## src/rtl/game_tick_scheduler.sv

```systemverilog
// Shared game timebase: one prescaler produces a base tick, and per-channel divisors derive ball and
// paddle clock-enable strobes. These are gated by an IDLE/RUN/SERVE_WAIT/PAUSED state machine.
module game_tick_scheduler #(
  parameter int CLK_HZ       = 50000000,
  parameter int BASE_HZ      = 1000,
  parameter int DIV_W        = 8,
  parameter int BALL_DIV_RST = 10,
  parameter int PAD_DIV_RST  = 5,
  parameter int SERVE_TICKS  = 1000
) (
  input  logic             clock,
  input  logic             reset,
  input  logic             start,
  input  logic             stop,
  input  logic             pause_req,
  input  logic             point_scored,
  input  logic             cfg_valid,
  input  logic             cfg_sel,
  input  logic [DIV_W-1:0] cfg_div,
  output logic             cfg_ready,
  output logic             base_tick,
  output logic             ball_en,
  output logic             paddle_en,
  output logic             serve_done,
  output logic [1:0]       state
);

  localparam int PRESCALE = CLK_HZ / BASE_HZ;
  localparam int P_W      = (PRESCALE > 2) ? $clog2(PRESCALE) : 1;
  localparam int S_W      = (SERVE_TICKS > 1) ? $clog2(SERVE_TICKS) : 1;

  typedef enum logic [1:0] {
    IDLE       = 2'd0,
    RUN        = 2'd1,
    SERVE_WAIT = 2'd2,
    PAUSED     = 2'd3
  } state_t;

  state_t           cur, nxt, ret, ret_nxt;
  logic [P_W-1:0]   p;
  logic [S_W-1:0]   serve_cnt;
  logic [DIV_W-1:0] ball_div, pad_div, ball_cnt, pad_cnt;
  logic             serve_adv, serve_fire, serve_load;
  logic             cfg_wr, ball_adv, pad_adv, ball_clr, pad_clr;

  // A divisor of 0 behaves as 1: the channel fires on every base tick.
  function automatic logic count_done(input logic [DIV_W-1:0] cnt, input logic [DIV_W-1:0] div);
    logic [DIV_W:0] next_cnt;
    next_cnt = {1'b0, cnt} + (DIV_W+1)'(1);
    return (div == '0) || (next_cnt >= {1'b0, div});
  endfunction

  always_comb begin
    nxt        = cur;
    ret_nxt    = ret;
    serve_adv  = 1'b0;
    serve_fire = 1'b0;
    serve_load = 1'b0;
    if (stop) begin
      nxt = IDLE;
    end else begin
      case (cur)
        IDLE:
          if (start) nxt = RUN;
        RUN:
          if (pause_req) begin
            nxt     = PAUSED;
            ret_nxt = RUN;
          end else if (point_scored) begin
            nxt        = SERVE_WAIT;
            serve_load = 1'b1;
          end
        SERVE_WAIT:
          if (pause_req) begin
            nxt     = PAUSED;
            ret_nxt = SERVE_WAIT;
          end else if (base_tick) begin
            serve_adv = 1'b1;
            if (serve_cnt == S_W'(SERVE_TICKS - 1)) begin
              nxt        = RUN;
              serve_fire = 1'b1;
            end
          end
        PAUSED:
          if (!pause_req) nxt = ret;
        default: nxt = IDLE;
      endcase
    end
  end

  always_ff @(posedge clock or posedge reset) begin
    if (reset) begin
      cur        <= IDLE;
      ret        <= RUN;
      serve_cnt  <= '0;
      serve_done <= 1'b0;
    end else begin
      cur        <= nxt;
      ret        <= ret_nxt;
      serve_done <= serve_fire;
      if (serve_load || stop)
        serve_cnt <= '0;
      else if (serve_fire)
        serve_cnt <= '0;
      else if (serve_adv)
        serve_cnt <= serve_cnt + S_W'(1);
    end
  end

  // Prescaler: held at zero in IDLE, frozen while paused.
  always_ff @(posedge clock or posedge reset) begin
    if (reset) begin
      p         <= '0;
      base_tick <= 1'b0;
    end else if (stop || cur == IDLE) begin
      p         <= '0;
      base_tick <= 1'b0;
    end else if (cur == PAUSED) begin
      base_tick <= 1'b0;
    end else begin
      base_tick <= (p == P_W'(PRESCALE - 1));
      p         <= (p == P_W'(PRESCALE - 1)) ? '0 : p + P_W'(1);
    end
  end

  assign cfg_ready = (cur == IDLE) || (cur == PAUSED);
  assign cfg_wr    = cfg_valid && cfg_ready;
  assign ball_adv  = base_tick && (cur == RUN);
  assign pad_adv   = base_tick && ((cur == RUN) || (cur == SERVE_WAIT));
  assign ball_clr  = stop || (cur == IDLE) || serve_load || (cfg_wr && !cfg_sel);
  assign pad_clr   = stop || (cur == IDLE) || (cfg_wr && cfg_sel);

  always_ff @(posedge clock or posedge reset) begin
    if (reset) begin
      ball_div  <= DIV_W'(BALL_DIV_RST);
      pad_div   <= DIV_W'(PAD_DIV_RST);
      ball_cnt  <= '0;
      pad_cnt   <= '0;
      ball_en   <= 1'b0;
      paddle_en <= 1'b0;
    end else begin
      ball_en   <= 1'b0;
      paddle_en <= 1'b0;
      if (cfg_wr && !cfg_sel) ball_div <= cfg_div;
      if (cfg_wr && cfg_sel)  pad_div  <= cfg_div;

      if (ball_clr) begin
        ball_cnt <= '0;
      end else if (ball_adv) begin
        if (count_done(ball_cnt, ball_div)) begin
          ball_cnt <= '0;
          ball_en  <= 1'b1;
        end else begin
          ball_cnt <= ball_cnt + DIV_W'(1);
        end
      end

      if (pad_clr) begin
        pad_cnt <= '0;
      end else if (pad_adv) begin
        if (count_done(pad_cnt, pad_div)) begin
          pad_cnt   <= '0;
          paddle_en <= 1'b1;
        end else begin
          pad_cnt <= pad_cnt + DIV_W'(1);
        end
      end
    end
  end

  assign state = cur;

endmodule

```

## config.mk

```make
export PLATFORM = sky130hd
export DESIGN_NAME = game_tick_scheduler
export DESIGN_NICKNAME = d
export VERILOG_FILES = /design/src/rtl/game_tick_scheduler.sv
export SDC_FILE = /design/constraint.sdc
export NUM_CORES = 1
export LEC_CHECK = 0
export ABC_AREA = 1
export BUFFER_PORTS_ARGS = -buffer_cell sky130_fd_sc_hd__buf_2
export CAP_MARGIN = 20
export CORE_ASPECT_RATIO = 0.9
export CORE_MARGIN = 2
export CORE_UTILIZATION = 45
export CTS_CLUSTER_SIZE = 14
export DETAILED_ROUTE_END_ITERATION = 8
export HOLD_SLACK_MARGIN = 0.02
export PLACE_DENSITY = 0.61
export SLEW_MARGIN = 20
export SYNTH_ARGS = -nofsm -noshare
export SYNTH_HDL_FRONTEND = slang
export SYNTH_SLANG_ARGS = --single-unit
```

## constraint.sdc

```tcl
create_clock -name clock -period 2.07 [get_ports clock]
set_clock_uncertainty 0.1 [all_clocks]
set_input_delay 0.414 -clock clock [delete_from_list [all_inputs] [get_ports clock]]
set_output_delay 0.414 -clock clock [all_outputs]
set_load 0.05 [all_outputs]
```

After elaboration in Yosys (flattened, before gate mapping)
Index checks and enable logic that the tools add are counted.

storage, ports and cells
  word-level logic and storage cells = 103
  bits of input ports = 16
  register bits = 66
  output and inout bits = 7

cells by class
  bitwise gates (word level) = 1
  $lt $le $gt $ge = 2
  multiplexer cells = 45
  equal/unequal tests = 13
  reduce and logical (&&, ||, !) cells = 24
  add/sub/neg operators = 6

operators with widths
  kind                                           number
  2-to-1 mux 16 bit                              3
  2-to-1 mux 8 bit                               6
  2-to-1 mux 10 bit                              3
  2-to-1 mux 1 bit                               21
  2-to-1 mux 2 bit                               10
  adder 8 x 1 -> 9 bit, second input constant    2
  >= comparator 9 x 8 -> 1 bit                   2
  adder 16 x 1 -> 16 bit, second input constant  1
  adder 8 x 1 -> 8 bit, second input constant    2
  equality test 16 bit, second input constant    1
  logical NOT 8 bit                              2
  inequality test 4 bit, second input constant   3
  adder 10 x 1 -> 10 bit, second input constant  1
  equality test 10 bit, second input constant    1
  logical OR 1 bit                               9
  case mux 2 bit (4 select lines)                1
  inequality test 2 bit, second input constant   3
  inequality test 3 bit, second input constant   2
  nonzero test 2 bit                             3
  logical AND 1 bit                              5
  AND reduction 5 bit                            1
  equality test 2 bit, second input constant     2
  case mux 2 bit (2 select lines)                1
  AND reduction 4 bit                            1
  5 further kinds                                5

Longest topological paths before layout
Gate-level depths: netlist (run 1).

  depth in word-level cells = 8
  depth in mapped cells = 15
  gate-level depth less buffers = 15

Least setup slack after synthesis (run 1)
No wires, ideal clock.

  kind = register to register
  from = register cur[0] (netlist: state[0])
  to = register pad_cnt[2]
  setup time = 0.118 ns
  period minus slack after synthesis = 2.479 ns
  setup slack = -0.409 ns
  arrival time = 2.261 ns
  buffers on the path = 0
  cell stages (with the launch flop) = 9
  data required time = 1.852 ns
  cells stage by stage = dfrtp_1 > inv_1 > ha_1 > inv_1 > nand3_1 > nand3_2 > nor2_1 > nand3_1 > nand2_1

between the ends
  longest elaborated chain between the ends = 6
  elaborated cells between the ends (all ways) = 13
  classes of those cells = eq/ne (3); mux (1); reduce/logical (9)

RTL lines
  what                                                      RTL line  text
  start, declared                                           39        state_t cur, nxt, ret, ret_nxt;
  start signal, assigned                                    98        cur <= nxt;
  equality test 2 bit or logical NOT 2 bit (tied branches)  126       assign cfg_ready = (cur == IDLE) || (cur == PAUSED);
  logical OR 1 bit (*)                                      126
  net cfg_ready                                             20        output logic cfg_ready,
  logical AND 1 bit (*)                                     127       assign cfg_wr = cfg_valid && cfg_ready;
  logical AND 1 bit (*)                                     131       assign pad_clr = stop || (cur == IDLE) || (cfg_wr && cfg_sel);
  logical OR 1 bit (*)                                      131
  2-to-1 mux 8 bit or nonzero test 2 bit (tied branches)    --
  end signal, assigned                                      165       pad_cnt <= pad_cnt + DIV_W'(1);
  end, declared                                             42        logic [DIV_W-1:0] ball_div, pad_div, ball_cnt, pad_cnt;

Mark *: on every way through the listed nets, which the timed path passes. The rest lies on a longest branch.
A chain may end at the register's enable or synchronous reset.

Worst setup path after layout (run 1)
  from = register ball_cnt[1]
  to = register ball_cnt[4]

between the ends
  longest elaborated chain between the ends = 6
  elaborated cells between the ends (all ways) = 7
  classes of those cells = add/sub (2); order compare (1); mux (3); reduce/logical (1)

RTL lines
  what                          RTL line  text
  start, declared               42
  start signal, assigned        154       ball_cnt <= ball_cnt + DIV_W'(1);
  adder 8 x 1 -> 9 bit          49        next_cnt = {1'b0, cnt} + (DIV_W+1)'(1);
  >= comparator 9 x 8 -> 1 bit  50        return (div == '0) || (next_cnt >= {1'b0, div});
  logical OR 1 bit              50
  2-to-1 mux 8 bit (*)          150       if (count_done(ball_cnt, ball_div)) begin
  2-to-1 mux 8 bit (*)          149       end else if (ball_adv) begin
  2-to-1 mux 8 bit (*)          147       if (ball_clr) begin

Mark *: on every way between the ends. The rest lies on a longest branch, timed or not. The select of a mux whose other input is x is not followed.

==> out/metrics.cfg, run 1 <==
[critical_path]
crit_type=flip-flop to flip-flop
critPathSlowestCell=dfrtp_1
r2r_cells=13
cp-startpoint=ball_cnt[1]
worstPathArrival_ns=2.23
r2r_slack_ns=-0.02
crit_end=ball_cnt[4]
cp_cell_sequence=ha_4 -> nand3_4 -> nor2_4 -> xnor2_2 -> inv_2 -> ha_4 -> nand2_2 -> inv_2 -> nand2_1 -> nand2_2 -> nand2_4 -> nand3_1 -> nand2_1
path_max_fanout=5
critical-path-top-delay-family=simple AND/OR/NAND/NOR gates
r2r-start=ball_cnt[1]
cp.depth=13
startpoint_type=flip-flop
timing.rr.end=ball_cnt[4]
cp_data_required_time_ns=2.21
worstSetupEndpointType=flip-flop
cp_num_buf_inv=2
slowest_delay_ns=0.41

[route]
wl_um=9320
firstDrtPassIters=5
wire_per_inst_um=12.9
routed_via_density=4.95
drc=0
drt-initial-drc-count=121
postRouteAntennaNets=0
via_count=3562

[sta]
fmax_ghz=0.478
hold_viol=0
tightest_slew_ns=0.657
timing.final.crit_share_pct=101
finalWorstSetupSlack_ns=-0.0211
rsz0062_at_grt=yes
period_minus_slack_ns=2.09
report.final.slew_viol_count=0
relSlewSlack_pct=55.8
finalSetupTns_ns=-0.0314
whs_ns=0.207
setup_violations=4

[cts]
clockRootBuffer=clkbuf_8
cts_max_level=3
cts.sinks=66
clkTransAtPathRegs_ns=0.08
cts_tree=yes
numCtsBuffers=9
ctsLongestPathBuffers=2
worstSkewPairLatency_ns=0.35

[layout]
layout-drive-gt1-share_pct=26.8
multi_input_comb_area_sq_um=2470
nFillCells=870
finalNonFillerCells=720
syn2layout_area_growth_pct=25.1
diodes=0
final_core_util_pct=57.1
final_nets=634
regArea_sq_um=1660
fin_area_sq_um=5140

[logic_synthesis]
synth_area_sq_um=4110
postSynthCellCount=541
synthArstFlopShare_pct=100
syn_avg_cell_area_sq_um=7.59
synth_top_area_share_pct=37.2
synth.largest_area_cell=dfrtp_1
synth_cell_types=41
synth_top_flop_cell=dfrtp_1
synth_area_leaders=dfrtp_1, nand2_1, inv_1
synth-edff-count=0
ys_warn_count=0
synth_fp_nets=582
synth-seq-cells=66
yosysSeqAreaShare_pct=40.4

[placed_design]
dp.cells=695
routabilityCongestion=0.863
placed_cell_area_sq_um=4530
pre_cts_slack_ns=-0.146
io_buffers=22
dp_hpwl_um=6510

[hold_path]
min_path_type=primary input to flip-flop
hold_depth=3

[die]
row_count=33
dieHeight_um=94.6
die-width_um=105
dieArea_sq_um=9910
start_util_pct=45.6
num_io_pins=23
core_region_area_sq_um=9000

[global_routing]
grt_max_degree=27
antenna_found_initial=0
grt_pass1_wl_um=15600
track_usage_pct=19.6
grt_pass1_vias=3427
grt_overflow=0

[status]
status=finished, violations left
violations=negative setup slack

[pwr]
max-vdd-ir-drop_v=0.000375
total_power_mw=4.40
p_leak_nw=2.51
power.density_nw_per_um2=856

[job]
maxCapViolCount=0

worst min-delay path, cell delays in order:
cell,delay (ns)
buf_2,0.10
inv_1,0.06
o21ai_0,0.08
logic make-up after synthesis:
| group | synth area share (%) |
|---|---|
| AND/OR/NAND/NOR | 33.3 |
| buffers and inverters | 8.77 |
| flip-flops | 40.4 |
| AO/OA/AOI/OAI | 7.43 |
| adder cells (fa/ha/maj) | 7.61 |
| XOR/XNOR | 2.56 |
power by group:
group / leakage (nW) / switching, mW / internal [mW]
registers: 0.877 / 0.156 / 1.52
clock network: 0.101 / 0.524 / 0.593
logic: 1.54 / 1.05 / 0.554
total: 2.51 / 1.73 / 2.67
placed cells by master (no fill, tap or decap), types with 6 or more instances in the layout:
cell type | netlist | routed
ha_1 | 25 | 18
ha_4 | 0 | 7
nand2_2 | 6 | 18
o21ai_0 | 24 | 24
nor3_1 | 11 | 11
inv_2 | 3 | 13
inv_1 | 85 | 73
nand3_2 | 3 | 14
buf_2 | 0 | 21
nor2_4 | 1 | 6
nand3_1 | 42 | 26
nand2_1 | 139 | 125
nand2_4 | 2 | 6
nand4_1 | 9 | 9
nor2_1 | 57 | 55
dfrtp_1 | 61 | 57
clkbuf_8 | 0 | 10
a21oi_1 | 19 | 17
buf_4 | 0 | 15
worst min path at each step:
stage | startpoint | end | slack [ns]
floorplan | pad_div[3] | pad_div[3] | 0.35
global placement | reset | paddle_en | 0.35
detailed placement | reset | pad_cnt[3] | 0.35
CTS | cfg_div[1] | ball_div[1] | 0.20
global route | cfg_div[2] | pad_div[2] | 0.20
finish | cfg_div[1] | ball_div[1] | 0.21
cell usage after synthesis (2+ instances only):
cell type,number
nand2_1,139
inv_1,85
dfrtp_1,61
nor2_1,57
nand3_1,42
ha_1,25
o21ai_0,24
a21oi_1,19
nor3_1,11
nand4_1,9
xor2_1,8
nor2_2,7
nand2_2,6
dfstp_2,5
xnor2_1,4
inv_2,3
nand3_2,3
nor3_2,3
a21o_1,2
a31o_2,2
a31oi_1,2
clkbuf_1,2
nand2_4,2
nor3_4,2
nor4_1,2
flip-flops by register name, indices dropped and copies added (netlist names):
signal and cells:
serve_cnt 10, pad_div 8, ball_en 1, paddle_en 1, p 16, state 2, serve_done 1, pad_cnt 8
ball_div 8, ret 2, base_tick 1, ball_cnt 8
per-layer routing:
metal | vias up | global-route usage, % | share of wire (%)
met5 | - | 0 | 0
met4 | 0 | 5.67 | 1.6
met3 | 16 | 4.62 | 2.7
met2 | 55 | 33.7 | 49
met1 | 1657 | 25.1 | 47
li1 | 1834 | - | -
area by class of cell:
type / count / share of cell area (%)
clock buffers: 12 / 2.83
clock inverters: 4 / 1.02
inverters: 89 / 6.79
multi-input cells: 385 / 48.1
flip-flops and latches: 66 / 32.4
well taps: 122 / 2.97
repair buffers: 42 / 5.87
timing repair:
item | CTS | global route
pin swaps | 4 | 21
cloned | 1 | 1
endpoints found under the hold margin | 16 | 0
hold buffers | 1 | 0
buffers inserted | 2 | 4
gates resized for setup | 11 | 63
setup endpoints to repair | 19 | 18
Power figures use the tool's default switching activity.
==> inputs of run 2 (changes only) <==
Settings changed: SETUP_SLACK_MARGIN set to 0.2.
==> out/metrics.cfg, run 2 (synthesis results as in run 1) <==
[cts]
ctsLongestPathBuffers=2  ; unchanged
clkTransAtPathRegs_ns=0.08  ; about the same
worstSkewPairLatency_ns=0.35  ; about the same
ctsHoldBuffers=0  ; -1
cts.sinks=66  ; unchanged
numCtsBuffers=9  ; unchanged
cts_max_level=3  ; unchanged
clockRootBuffer=clkbuf_8
cts_tree=yes

[pwr]
max-vdd-ir-drop_v=0.000644  ; +71%
power.density_nw_per_um2=867  ; +1.2%
total_power_mw=4.68  ; +6.5%
p_leak_nw=2.64  ; +5.1%

[critical_path]
cp_cell_sequence=ha_4 -> nand3_4 -> nor2_4 -> xnor2_2 -> inv_1 -> ha_4 -> nand2_1 -> inv_1 -> nand2_1 -> nand2_2 -> nand2_4 -> nand3_1 -> nand2_1
critPathSlowestCell=dfrtp_1
slowest_delay_ns=0.42  ; about the same
startpoint_type=flip-flop
path_max_fanout=5  ; unchanged
r2r_slack_ns=0.00007  ; +0.02 ns
worstPathArrival_ns=2.22  ; about the same
r2r-start=ball_cnt[1]
worstSetupEndpointType=flip-flop
crit_type=flip-flop to flip-flop
cp_data_required_time_ns=2.22  ; about the same
crit_top_cell=nand2_1
r2r_cells=13  ; unchanged
timing.rr.end=ball_cnt[4]

[sta]
period_minus_slack_ns=2.07  ; -0.0211 ns
hold_viol=0  ; unchanged
tightest_slew_ns=0.581  ; -0.0754 ns
report.final.slew_viol_count=0  ; unchanged
setup_violations=0  ; -4
finalWorstSetupSlack_ns=0.0000726  ; +0.0211 ns
rsz0062_at_grt=yes
relSlewSlack_pct=60.9  ; +5.1 points
fmax_ghz=0.483  ; +1.0%
timing.final.crit_share_pct=100  ; -1.0 points

[global_routing]
grt_pass1_wl_um=15600  ; -0.17%
grt_overflow=0  ; unchanged
grt_pass1_vias=3496  ; +2.0%
antenna_found_initial=0  ; unchanged
grt_max_degree=67  ; +150%
track_usage_pct=19.3  ; -0.39 points

[status]
status=completed

[die]
dieArea_sq_um=9910  ; unchanged
num_io_pins=23  ; unchanged
core_region_area_sq_um=9000  ; unchanged
start_util_pct=45.6  ; unchanged
dieHeight_um=94.6  ; unchanged
row_count=33  ; unchanged
die-width_um=105  ; unchanged

[placed_design]
io_buffers=22  ; unchanged
dp_hpwl_um=6230  ; -4.3%
routabilityCongestion=0.834  ; -3.4%
pre_cts_slack_ns=-0.0571  ; +0.0887 ns

[job]
maxCapViolCount=0  ; unchanged

[hold_path]
min_path_type=primary input to asynchronous set/reset pin

[route]
postRouteAntennaNets=0  ; unchanged
firstDrtPassIters=4  ; -1
drt-initial-drc-count=109  ; -9.9%
drc=0  ; unchanged
routed_via_density=5.03  ; +1.6%
wire_per_inst_um=12.8  ; -0.80%
wl_um=9480  ; +1.7%
via_count=3710  ; +4.2%

[layout]
largest_reg_flops=16  ; unchanged
nFillCells=807  ; -7.2%
final_nets=652  ; +2.8%
regMostFlops=p
layout-drive-gt1-share_pct=32.1  ; +5.4 points
syn2layout_area_growth_pct=31.6
largestRegisters=p: 16 flops, serve_cnt: 10 flops
final_common_cell=nand2_1
final_cell_mix=nand2_1, inv_1, dfrtp_1, nor2_1, buf_4
diodes=0  ; unchanged

## run 2: final cells by class
type	instances	area, sq um	share of cell area, %
timing repair buffer	60	454	8.40
tap	122	153	2.82
multi-input combinational	385	2590	47.9
inverter	89	354	6.55
sequential	66	1660	30.8
clock buffer	12	165	3.06
clock inverter	4	25.0	0.463
## run 2: report_power, final
group,total (mW),switching [mW],internal (mW)
Combinational,1.95,1.17,0.783
Clock,1.06,0.530,0.529
Sequential,1.67,0.152,1.52
## run 2: worst max path at each step
stage	depth (start not counted)	startpoint	endpoint
2_1_floorplan	8	state[0]	ball_cnt[0]
3_3_place_gp	14	ball_cnt[0]	ball_cnt[6]
3_5_place_dp	11	ball_cnt[0]	ball_cnt[3]
4_1_cts	14	ball_cnt[1]	ball_cnt[3]
5_1_grt	14	ball_cnt[1]	ball_cnt[4]
6_report	13	ball_cnt[1]	ball_cnt[4]
## run 2: stage by stage
stage | instances | utilization, % | hold slack [ns] | TNS (ns) | cell area, sq um
finish | 738 | 60.0 | 0.0203 | 0 | 5400
global route | 738 | 60.0 | 0.0810 | -1.14 | 5400
CTS | 717 | 54.3 | 0.0576 | 0 | 4890
detailed placement | 688 | 50.2 | 0.388 | -0.439 | 4510
global placement | 688 | 50.2 | 0.377 | 0 | 4510
floorplan | 541 | - | 0.353 | 0 | 4220
## run 2: worst max-delay path, delay by kind of cell (launching register included)
family,cells,cell delay [ns]
XOR/XNOR,1,0.13
adder cells (fa/ha/maj),2,0.46
buffers and inverters,2,0.14
flip-flops,1,0.42
AND/OR/NAND/NOR,8,0.72
## run 2: metal layers
metal	routed length [um]	track usage [%]
met1	4360	24.3
met2	4630	33.2
met3	359	4.07
met4	123	6.56
met5	0	0
## run 2: repair_timing
action,in CTS,in global routing
resized for setup,17,82
cloned,1,3
endpoints found under the setup margin,23,33
setup buffers,12,18
pin swaps,8,37
==> inputs of run 3 (changes only) <==
Settings changed: CTS_BUF_LIST set to sky130_fd_sc_hd__clkbuf_16, SLEW_MARGIN 20 to 15.
==> out/metrics.cfg, run 3 (synthesis results as in run 1) <==
[status]
status=finished, violations left
violations=negative setup slack

[pwr]
max-vdd-ir-drop_v=0.000686  ; +6.5%
internal-power_mw=3.10  ; +9.4%
seq_power_share_pct=33.9  ; -1.9 points
p_leak_nw=2.67  ; +1.2%
p_clk_share_pct=27.3  ; +4.7 points
p_sw_mw=1.88  ; +2.0%
power.density_nw_per_um2=907  ; +4.7%
switching_share_pct=37.8  ; -1.7 points
combinationalPowerShare_pct=38.9  ; -2.7 points

[route]
drt-initial-drc-count=94  ; -14%
firstDrtPassIters=5  ; +1
drc=0  ; unchanged
wire_per_inst_um=13.3  ; +3.4%
wl_um=9840  ; +3.8%
via_count=3763  ; +1.4%
postRouteAntennaNets=0  ; unchanged
routed_via_density=5.08  ; +1.0%

[layout]
diodes=0  ; unchanged
largest_reg_flops=16  ; unchanged
final_common_cell=nand2_1
regMostFlops=p
fin_area_sq_um=5500  ; +1.7%
final_cell_mix=nand2_1, inv_1, dfrtp_1, nor2_1, buf_4
largestRegisters=p: 16 flops, serve_cnt: 10 flops
syn2layout_area_growth_pct=33.8
final_nets=655  ; +0.46%
layout-drive-gt1-share_pct=31.3  ; -0.80 points

[placed_design]
routabilityCongestion=0.834  ; unchanged
pre_cts_slack_ns=-0.0571  ; unchanged
dp_hpwl_um=6230  ; unchanged
placed_cell_area_sq_um=4510  ; unchanged
io_buffers=22  ; unchanged

[sta]
rsz0062_at_grt=yes
fmax_ghz=0.477  ; -1.3%
timing.final.crit_share_pct=101  ; +1.4 points
hold_viol=0  ; unchanged
finalWorstSetupSlack_ns=-0.0282  ; -0.0283 ns
relSlewSlack_pct=55.5  ; -5.4 points
period_minus_slack_ns=2.10  ; +0.0283 ns
whs_ns=0.0397  ; +0.0193 ns
report.final.slew_viol_count=0  ; unchanged
setup_violations=4  ; +4
finalSetupTns_ns=-0.0767  ; -0.0767 ns
tightest_slew_ns=0.661  ; +0.0798 ns

[global_routing]
gr-usage-met1_pct=24.9  ; +0.62 points
track_usage_pct=19.8  ; +0.59 points
grt.busiest_layer=met2
grt_use_met3_pct=4.35  ; +0.28 points
antenna_found_initial=0  ; unchanged
grt_overflow=0  ; unchanged
grt_use_met2_pct=34.4  ; +1.1 points
grt_pass1_wl_um=16000  ; +2.7%
grt_max_degree=67  ; unchanged
grt_pass1_vias=3565  ; +2.0%

[cts]
ctsLongestPathBuffers=2  ; unchanged
cts.sinks=66  ; unchanged
clockRootBuffer=clkbuf_16
cts_max_level=3  ; unchanged
numCtsBuffers=9  ; unchanged
cts_tree=yes
clkTransAtPathRegs_ns=0.05  ; -0.03 ns
worstSkewPairLatency_ns=0.33  ; -0.02 ns

[critical_path]
cp_cell_sequence=ha_4 -> buf_6 -> xor2_2 -> ha_1 -> nand2_1 -> inv_1 -> nand2_1 -> nand2_1 -> nand2_1 -> nand2_1 -> nand2_1 -> nand2_2 -> nand2_4 -> nand3_1 -> nand2_1
slowest_delay_ns=0.42  ; about the same
cp_data_required_time_ns=2.19  ; -0.03 ns
startpoint_type=flip-flop
crit_top_cell=nand2_1
cp_num_buf_inv=2  ; unchanged
worstSetupEndpointType=flip-flop
crit_type=flip-flop to flip-flop
path_max_fanout=5  ; unchanged
critPathSlowestCell=dfrtp_1
critical-path-top-delay-family=simple AND/OR/NAND/NOR gates
worstPathArrival_ns=2.21  ; about the same

[die]
core_region_area_sq_um=9000  ; unchanged
row_count=33  ; unchanged
start_util_pct=45.6  ; unchanged
dieHeight_um=94.6  ; unchanged
die-width_um=105  ; unchanged
dieArea_sq_um=9910  ; unchanged
num_io_pins=23  ; unchanged

[job]
maxCapViolCount=0  ; unchanged

[hold_path]
min_path_type=primary input to asynchronous set/reset pin

[run 3: cell types whose count changed in the layout (fill, tap and decap cells not counted), sizes merged]
| cell | before | now |
|---|---|---|
| buf | 59 | 62 |
| clkbuf | 13 | 9 |
| clkinv | 2 | 6 |
| inv | 87 | 86 |
| nand2 | 150 | 151 |
[run 3: area by class of cell]
| type | count | area (sq um) |
|---|---|---|
| multi-input cells | 386 | 2570 |
| fillers | 783 | 3510 |
| repair buffers | 62 | 490 |
| inverters | 89 | 362 |
| clock buffers | 9 | 225 |
| clock inverters | 7 | 36.3 |
| well taps | 122 | 153 |
| flip-flops and latches | 66 | 1660 |
[run 3: path summary, 6_finish.rpt]
| kind | depth (start not counted) | endpoint | startpoint | slack, ns |
|---|---|---|---|---|
| max | 15 | pad_cnt[0] | pad_cnt[1] | -0.03 |
| min | 3 | paddle_en | reset | 0.04 |
| max reg2reg | 15 | pad_cnt[0] | pad_cnt[1] | -0.03 |
| min reg2reg | 2 | pad_div[4] | pad_div[4] | 0.40 |
| max in group asynchronous | 3 | state[1] | reset | 1.47 |
| min in group clock | 3 | ball_div[3] | cfg_div[3] | 0.23 |
[run 3: repair_timing]
item                       in CTS  in global routing
setup endpoints to repair      23                 33
setup buffers                  18                 14
hold endpoints to repair        0                  0
gates cloned                    3                  2
gates resized for setup        29                 69
hold buffers                    0                  0
pin swaps                      13                 32
[run 3: layer usage]
metal  vias up  wire (um)
li1       1871          -
met1      1820       4470
met2        57       4910
met5         -          0
met3        15        321
met4         0        135
[run 3: worst reg2reg max path: stages (launching register included)]
cell     delay [ns]
dfrtp_1        0.42
ha_4           0.19
buf_6          0.11
xor2_2         0.15
ha_1           0.31
nand2_1        0.05
inv_1          0.05
nand2_1        0.06
nand2_1        0.07
nand2_1        0.05
nand2_1        0.05
nand2_1        0.06
nand2_2        0.11
nand2_4        0.09
nand3_1        0.08
nand2_1        0.05
[run 3: per-stage QoR]
step | instances | power, mW | util [%]
global route | 741 | 5.31 | 61.1
CTS | 725 | 4.73 | 56.3
finish | 741 | 4.99 | 61.1
floorplan | 541 | 2.80 | -
global placement | 688 | 3.10 | 50.2
detailed placement | 688 | 3.13 | 50.2
[run 3: power by group through the flow]
stage	sequential [mW]	combinational [mW]	clock, mW
6_report	1.69	1.94	1.36
3_5_place_dp	1.71	1.43	0
4_1_cts	1.68	1.66	1.39
2_1_floorplan	1.72	1.08	0
3_3_place_gp	1.71	1.39	0
5_1_grt	1.71	2.15	1.44
